$ cat config.mk
export PLATFORM = sky130hd
export DESIGN_NAME = seven_segment_scanner
export DESIGN_NICKNAME = d
export VERILOG_FILES = /design/src/rtl/seven_segment_scanner.sv
export SDC_FILE = /design/constraint.sdc
export NUM_CORES = 1
export LEC_CHECK = 0
export ABC_CLOCK_PERIOD_IN_PS = 3900
export CORE_AREA = 2 2 82 84
export DETAILED_ROUTE_END_ITERATION = 10
export DIE_AREA = 0 0 84 86
export PLACE_DENSITY = 0.79
export RECOVER_POWER = 100
export REMOVE_ABC_BUFFERS = 1
export SLEW_MARGIN = 20
export SYNTH_ARGS = -nofsm -noshare
export SYNTH_HDL_FRONTEND = slang
export SYNTH_SLANG_ARGS = --single-unit
$ cat constraint.sdc
create_clock -name clk -period 3.9 [get_ports clk]
set_input_delay 1.17 -clock clk [delete_from_list [all_inputs] [get_ports clk]]
set_output_delay 1.17 -clock clk [all_outputs]
set_load 0.03 [all_outputs]
$ cat src/rtl/seven_segment_scanner.sv
// Multiplexed N-digit seven-segment driver: refresh prescaler, digit scan,
// anti-ghost guard, blink timer, leading-zero suppression, glyph decode.
// Ports:
//   clk, reset   system clock, synchronous active-high reset
//   digits       flat 4-bit digit values, digit 0 is rightmost
//   dp_in        per-digit decimal point request
//   digit_en     per-digit enable (disabled digits still use their slot)
//   blink_mask   per-digit blink enable
//   lzs_en       leading-zero suppression enable
//   anode        active-low digit anodes
//   segments     active-low {a,b,c,d,e,f,g}
//   dp           active-low decimal point
//   digit_idx    index of the current slot
//   slot_start   one-cycle pulse on the first cycle of each slot
module seven_segment_scanner #(
   parameter int NUM_DIGITS   = 4,
   parameter int REFRESH_DIV  = 100000,
   parameter int BLANK_CYCLES = 1000,
   parameter int BLINK_DIV    = 25000000,
   parameter int HEX_MODE     = 0,
   localparam int IW = $clog2(NUM_DIGITS > 1 ? NUM_DIGITS : 2)
) (
   input  logic                    clk,
   input  logic                    reset,
   input  logic [4*NUM_DIGITS-1:0] digits,
   input  logic [NUM_DIGITS-1:0]   dp_in,
   input  logic [NUM_DIGITS-1:0]   digit_en,
   input  logic [NUM_DIGITS-1:0]   blink_mask,
   input  logic                    lzs_en,
   output logic [NUM_DIGITS-1:0]   anode,
   output logic [6:0]              segments,
   output logic                    dp,
   output logic [IW-1:0]           digit_idx,
   output logic                    slot_start
);

   localparam int RW = REFRESH_DIV > 1 ? $clog2(REFRESH_DIV) : 1;
   localparam int BW = BLINK_DIV > 1 ? $clog2(BLINK_DIV) : 1;
   localparam logic [RW-1:0] RMAX  = RW'(REFRESH_DIV - 1);
   localparam logic [RW-1:0] BLANK = RW'(BLANK_CYCLES);
   localparam logic [BW-1:0] BMAX  = BW'(BLINK_DIV - 1);
   localparam logic [IW-1:0] IMAX  = IW'(NUM_DIGITS - 1);

   logic [RW-1:0]         cnt;
   logic [BW-1:0]         bcnt;
   logic                  phase;
   logic [IW-1:0]         idx;

   logic [3:0]            snap_val;
   logic                  snap_dp;
   logic                  snap_en;
   logic                  snap_blk;
   logic                  snap_sup;
   logic                  snap_ph;

   logic [NUM_DIGITS-1:0] sup;
   logic [NUM_DIGITS-1:0] sel;
   logic                  above;
   logic                  zero;

   logic                  first;
   logic [3:0]            cur_val;
   logic                  cur_dp;
   logic                  cur_en;
   logic                  cur_blk;
   logic                  cur_sup;
   logic                  cur_ph;
   logic                  dark;

   function automatic logic [6:0] decode(input logic [3:0] v);
      logic [6:0] s;
      case (v)
         4'h0: s = 7'b0000001;
         4'h1: s = 7'b1001111;
         4'h2: s = 7'b0010010;
         4'h3: s = 7'b0000110;
         4'h4: s = 7'b1001100;
         4'h5: s = 7'b0100100;
         4'h6: s = 7'b0100000;
         4'h7: s = 7'b0001111;
         4'h8: s = 7'b0000000;
         4'h9: s = 7'b0000100;
         4'hA: s = 7'b0001000;
         4'hB: s = 7'b1100000;
         4'hC: s = 7'b0110001;
         4'hD: s = 7'b1000010;
         4'hE: s = 7'b0110000;
         default: s = 7'b0111000;
      endcase
      if (HEX_MODE == 0 && v > 4'd9)
         s = 7'h7F;
      return s;
   endfunction

   // Scan from the most significant digit down; a digit is suppressed
   // only while everything above it is also zero.
   always_comb begin
      above = 1'b1;
      zero  = 1'b0;
      sup   = '0;
      for (int i = NUM_DIGITS - 1; i >= 0; i--) begin
         zero   = (digits[4*i +: 4] == 4'd0);
         sup[i] = lzs_en && above && zero && (i != 0);
         above  = above && zero;
      end
   end

   always_comb begin
      sel = '0;
      for (int i = 0; i < NUM_DIGITS; i++)
         sel[i] = (idx == IW'(i));
   end

   // On the first slot cycle the snapshot registers are still loading,
   // so the live values are used directly.
   assign first   = (cnt == '0);
   assign cur_val = first ? digits[{idx, 2'b00} +: 4] : snap_val;
   assign cur_dp  = first ? dp_in[idx]      : snap_dp;
   assign cur_en  = first ? digit_en[idx]   : snap_en;
   assign cur_blk = first ? blink_mask[idx] : snap_blk;
   assign cur_sup = first ? sup[idx]        : snap_sup;
   assign cur_ph  = first ? phase           : snap_ph;
   assign dark    = !cur_en || (cur_blk && cur_ph) || cur_sup;

   always_ff @(posedge clk) begin
      if (reset) begin
         cnt        <= '0;
         bcnt       <= '0;
         phase      <= 1'b0;
         idx        <= '0;
         snap_val   <= '0;
         snap_dp    <= 1'b0;
         snap_en    <= 1'b0;
         snap_blk   <= 1'b0;
         snap_sup   <= 1'b0;
         snap_ph    <= 1'b0;
         anode      <= '1;
         segments   <= 7'h7F;
         dp         <= 1'b1;
         digit_idx  <= '0;
         slot_start <= 1'b0;
      end else begin
         if (cnt == RMAX) begin
            cnt <= '0;
            idx <= (idx == IMAX) ? '0 : idx + 1'b1;
         end else begin
            cnt <= cnt + 1'b1;
         end

         if (bcnt == BMAX) begin
            bcnt  <= '0;
            phase <= ~phase;
         end else begin
            bcnt <= bcnt + 1'b1;
         end

         if (first) begin
            snap_val <= cur_val;
            snap_dp  <= cur_dp;
            snap_en  <= cur_en;
            snap_blk <= cur_blk;
            snap_sup <= cur_sup;
            snap_ph  <= cur_ph;
         end

         slot_start <= first;
         digit_idx  <= idx;

         if (cnt < BLANK || dark)
            anode <= '1;
         else
            anode <= ~sel;

         segments <= dark ? 7'h7F : decode(cur_val);
         dp       <= dark ? 1'b1 : ~cur_dp;
      end
   end

endmodule
==> results.toml, run 1 <==
[setup_path]
path_class = "register to register"
crit_chain = "or3_1 > or4_1 > clkbuf_1 > nor3_1 > mux2_2 > a2111oi_4 > o311ai_0"
cpPeakStageDelay_ps = 740
crit_arrival_ps = 3700
cp_top_family = "simple AND/OR/NAND/NOR gates"
path_buf_inv = 1
end_kind = "register"
path_depth = 7
reg2regPathDepth = 7
cp_slowest_cell = "nor3_1"
crit_path_max_fanout = 7
cp-start-kind = "register"
ff2ff_setup_slack_ps = 390
cp.required_ps = 4090

[floorplan]
rows = 29
top_level_ports = 46
core_area_sq_um = 6280
dieArea_sq_um = 7220
start_util_pct = 53.1
die_x_um = 84
die_h_um = 86

[synth]
synth_top_area_share_pct = 41.4
synth_area_leaders = "dfxtp_1, nor2_1, xor2_1, mux4_2, ha_1"
netlist_instances = 367
synth_area_sq_um = 3330
yosysWarnings = 0
synth_top_area_cell = "dfxtp_1"
syn_avg_cell_area_sq_um = 9.09
synth_cell_type_count = 53
synth_seq_cells = 69
synth-seq-area-share_pct = 41.4
synthArstFlopShare_pct = 0
synth_edf_count = 0
synth-main-ff-cell = "dfxtp_1"

[final_layout]
num-fill-cells = 541
drive_above_1_share_pct = 8.10
area_growth_pct = 19.7
fin_nets = 458
antenna_cells = 0
design_area_sq_um = 3990
regArea_sq_um = 1380
multiInputGateArea_sq_um = 1820

[global_routing]
globalRouteTotalUtil_pct = 20.1
grt_pass1_vias = 2597
grt_remaining_overflow = 0
antenna_found_initial = 0
grt_pass1_wl_mm = 11.5
grt_max_degree = 26

[power_and_ir_drop]
vdd_drop_max_mv = 0.240
power.density_nw_per_um2 = 363
p_leak_uw = 0.00143

[detailed_routing]
wl_mm = 6.78
firstDrtPassIters = 4
drc = 0
ant_nets = 0
dr.first_iter.drc_count = 104
viasPerCell = 5.42
routedWlPerCell_um = 13.6
route.vias.total = 2694

[clock_tree]
htree_levels = 3
postCtsSetupBuffers = 0
cts_tree = "yes"
cts_resized = 0
cts-root-buf = "clkbuf_8"
clock_path_buffers = 2
cts.clk_slew.worst_paths_ps = 80
clock_latency_ps = 340
cts.sinks = 69
cts_buffers = 9
cts_hold_buf = 0

[sta]
worst_pin_slew_ps = 1320
clock.fmax_mhz = 285
setup_viol = 0
slew_viol_final = 0
period_minus_slack_ps = 3510
hold_viol = 0
fin_worst_skew_ps = 7.09
fin_crit_sh_pct = 90.0
grt_setup_unrepaired = "false"
finalSetupTns_ps = 0
relSlewSlack_pct = 11.8

[placed_design]
port-buffer-count = 45
hpwl_mm = 5.09
globalplace.congestion = 0.866
placed_cell_area_sq_um = 3850

[job]
drv_cap = 0

[min_path]
holdPathStages = 1
hold_class = "register to register"

[status]
status = "complete, no violations"
## synth_stat cells (all sizes together) (3+ instances only)
cell / n
a21oi: 6
and2: 3
and4: 4
buf: 6
clkbuf: 6
dfxtp: 69
ha: 12
inv: 14
mux2i: 8
mux4: 7
nand2: 36
nand3: 18
nand4: 6
nor2: 68
nor2b: 7
nor3: 8
nor4: 9
o211ai: 3
o21ai: 6
or3: 4
or4: 4
xnor2: 17
xor2: 22
## sequential cells by signal (all words and copies together), names as in the netlist
signal	flops
bcnt	25
segments	7
snap_dp	1
snap_ph	1
phase	1
dp	1
slot_start	1
anode	4
snap_en	1
snap_val	4
snap_blk	1
idx	2
digit_idx	2
snap_sup	1
cnt	17
## per-layer routing
metal	global-route usage (%)	vias to the layer above	wire length, um
met4	9.68	0	123
met1	24.5	1274	3160
met5	0	-	0
met2	33.5	54	3220
met3	4.81	13	270
li1	-	1353	-
## kinds of logic (layout without fill, tap and decap cells)
| family | count (synthesis) | count (layout) | share of synthesized area, % |
|---|---|---|---|
| AOI/OAI and AO/OA | 26 | 26 | 6.04 |
| xor gates and xnor gates | 39 | 39 | 10.2 |
| buffers and inverters | 26 | 79 | 3.49 |
| muxes | 17 | 17 | 8.18 |
| DFF | 69 | 69 | 41.4 |
| and+or+nand+nor | 178 | 178 | 26.1 |
| adders and majority gates | 12 | 12 | 4.50 |
## area by class of cell
cell class | count | area share, %
inverters | 14 | 1.32
repair buffers | 49 | 11.8
multi-input cells | 272 | 45.7
flip-flops and latches | 69 | 34.6
clock inverters | 7 | 1.03
well taps | 77 | 2.41
clock buffers | 9 | 3.10
## per-stage QoR
step | hold slack (ps) | util (%) | power, uW | setup slack, ps | instances
after floorplan | 413 | - | 888 | 547 | 355
after global placement | 423 | 61.3 | 968 | 218 | 481
after detailed placement | 432 | 61.3 | 973 | 145 | 481
after CTS | 445 | 63.9 | 1470 | 495 | 497
after global routing | 473 | 63.6 | 1510 | 170 | 497
final | 440 | 63.6 | 1450 | 388 | 497
## placed cells by master, fill, tap and decap left out, types with 2 or more instances in the layout
| master | count |
|---|---|
| mux4_2 | 7 |
| a211oi_1 | 2 |
| xnor2_1 | 17 |
| clkbuf_1 | 2 |
| nand4b_1 | 2 |
| and4_1 | 4 |
| nor3_1 | 8 |
| nand3_1 | 18 |
| buf_4 | 2 |
| nor2_1 | 68 |
| or3_1 | 3 |
| clkinv_2 | 5 |
| or4_1 | 4 |
| dlygate4sd3_1 | 17 |
| mux2i_1 | 7 |
| and2_1 | 2 |
| clkdlybuf4s50_1 | 28 |
| nand2_1 | 36 |
| o21ai_0 | 5 |
| clkbuf_8 | 9 |
| a21oi_1 | 6 |
| o211ai_1 | 2 |
| inv_1 | 13 |
| nor4_1 | 9 |
| dfxtp_1 | 69 |
| nand2b_1 | 2 |
| xor2_1 | 22 |
| ha_1 | 12 |
| nand4_1 | 6 |
| nor3b_1 | 2 |
| nor2b_1 | 7 |
## worst paths after layout
path,startpoint,end
max,cnt[11],segments[2]
min,bcnt[0],bcnt[0]
max reg2reg,cnt[11],segments[2]
min reg2reg,bcnt[0],bcnt[0]
## power by group
| group | internal [uW] | total, uW | switching, uW |
|---|---|---|---|
| Clock | 227 | 499 | 272 |
| Combinational | 98.9 | 214 | 115 |
| Sequential | 726 | 737 | 11.4 |
| Total | 1050 | 1450 | 398 |
Power figures use the tool's default switching activity.
==> run 2, diff against run 1 <==
ABC_CLOCK_PERIOD_IN_PS = 3800   (was 3900)
clock period = 3.8 ns   (was 3.9 ns; I/O delays follow)
==> run 2 against run 1 <==
Routed wire length grew 1.8%. Fmax is 5.5% higher. First-iteration DRC count up 57%. Combinational power rose by 4%. Via count is 0.15% higher. Largest power group unchanged.
==> results.toml, run 2 (same netlist as run 1, synthesis figures left out) <==
[placed_design]
hpwl_mm = 5.14
placed_cell_area_sq_um = 3850
port-buffer-count = 45
globalplace.congestion = 0.882
dp_cells = 482
pre_cts_ws_ps = 182

[clock_tree]
clock_latency_ps = 340
cts_tree = "yes"
cts_buffers = 9
clock_path_buffers = 2
cts_resized = 0
cts.sinks = 69
htree_levels = 3
cts_hold_buf = 0
cts.clk_slew.worst_paths_ps = 80
cts-root-buf = "clkbuf_8"
postCtsSetupBuffers = 0

[sta]
setup_ws_ps = 472
hold_viol = 0
clock.fmax_mhz = 300
finalSetupTns_ps = 0
fin_worst_skew_ps = 12.8
worst_pin_slew_ps = 1400
slew_viol_final = 0
relSlewSlack_pct = 6.84
period_minus_slack_ps = 3330
fin_crit_sh_pct = 87.6
hold_slack_ps = 445
setup_viol = 0
grt_setup_unrepaired = "false"

[floorplan]
rows = 29
top_level_ports = 46
start_util_pct = 53.1
dieArea_sq_um = 7220
die_h_um = 86
die_x_um = 84
core_area_sq_um = 6280

[final_layout]
num-fill-cells = 541
antenna_cells = 0
design_area_sq_um = 4030
drive_above_1_share_pct = 7.84
layoutNonFillerInstCount = 498
fin_nets = 459
area_growth_pct = 20.8
layout_common_cells = "dfxtp_1, nor2_1, nand2_1"
top_register = "bcnt"
reg_top3 = "bcnt: 25 flops, cnt: 17 flops, segments: 7 flops"
largest_reg_flops = 25
layout_commonest_cell = "dfxtp_1"

[detailed_routing]
ant_nets = 0
dr.first_iter.drc_count = 163
met3RoutedLength_um = 263
routedWlPerCell_um = 13.8
viasPerCell = 5.42
firstDrtPassIters = 4
drc = 0
highest_layer = "met4"
wl_mm = 6.89
route.vias.total = 2698
wl_met2_mm = 3.25
m1WireLength_mm = 3.27

[power_and_ir_drop]
power.density_nw_per_um2 = 381
vdd_drop_max_mv = 0.270
p_leak_uw = 0.00144

[job]
drv_cap = 0

[setup_path]
path_class = "register to register"
crit_path_max_fanout = 7
end_kind = "register"
cp-start-kind = "register"
crit_arrival_ps = 3530
cp.required_ps = 4000

[status]
status = "complete, no violations"

[global_routing]
grt_max_degree = 26
grt_remaining_overflow = 0
grt_pass1_vias = 2586
antenna_found_initial = 0
globalRouteTotalUtil_pct = 20.3
grt_pass1_wl_mm = 11.7

[min_path]
hold_class = "register to register"
[run 2: critical path, stage by stage, from the launching register on]
cell and delay (ps):
dfxtp_1 340, or3_1 390, or4_1 460, clkbuf_1 220, nor3_2 520, mux2_1 520
a2111oi_4 520, o311ai_0 210
[run 2: final timing paths]
check | from | end | slack (ps) | cells after the start
setup / recovery | cnt[13] | segments[2] | 470 | 7
hold / removal | bcnt[0] | bcnt[0] | 440 | 1
setup reg to reg | cnt[13] | segments[2] | 470 | 7
hold reg to reg | bcnt[0] | bcnt[0] | 440 | 1
[run 2: final cells by class]
class	instances	area, sq um	area share, %
clock buffers	14	173	4.29
clock inverters	2	16.3	0.404
inverters	14	52.6	1.30
multi-input cells	272	1830	45.4
flip-flops and latches	69	1380	34.3
well taps	77	96.3	2.39
repair buffers	50	480	11.9
[run 2: power breakdown]
group          total (uW)  leakage, uW  internal (uW)  switching (uW)
registers             757     0.000560            745            12.0
logic                 222     0.000789            103             119
clock network         556    0.0000929            292             263
[run 2: stage by stage]
stage,util (%),power (uW)
final,64.2,1540
after CTS,64.4,1560
after detailed placement,61.4,1000
after floorplan,-,911
after global placement,61.4,997
after global routing,64.2,1610
[run 2: layer usage]
layer | vias to the layer above | track usage [%]
met5 | - | 0
met4 | 0 | 7.62
met3 | 11 | 4.43
met2 | 53 | 33.4
met1 | 1281 | 26.3
li1 | 1353 | -
==> run 3, diff against run 2 <==
TNS_END_PERCENT = 5   (was not set)
==> results of run 3 <==
No change in the layout: final DEF, timing and power equal those of run 2.
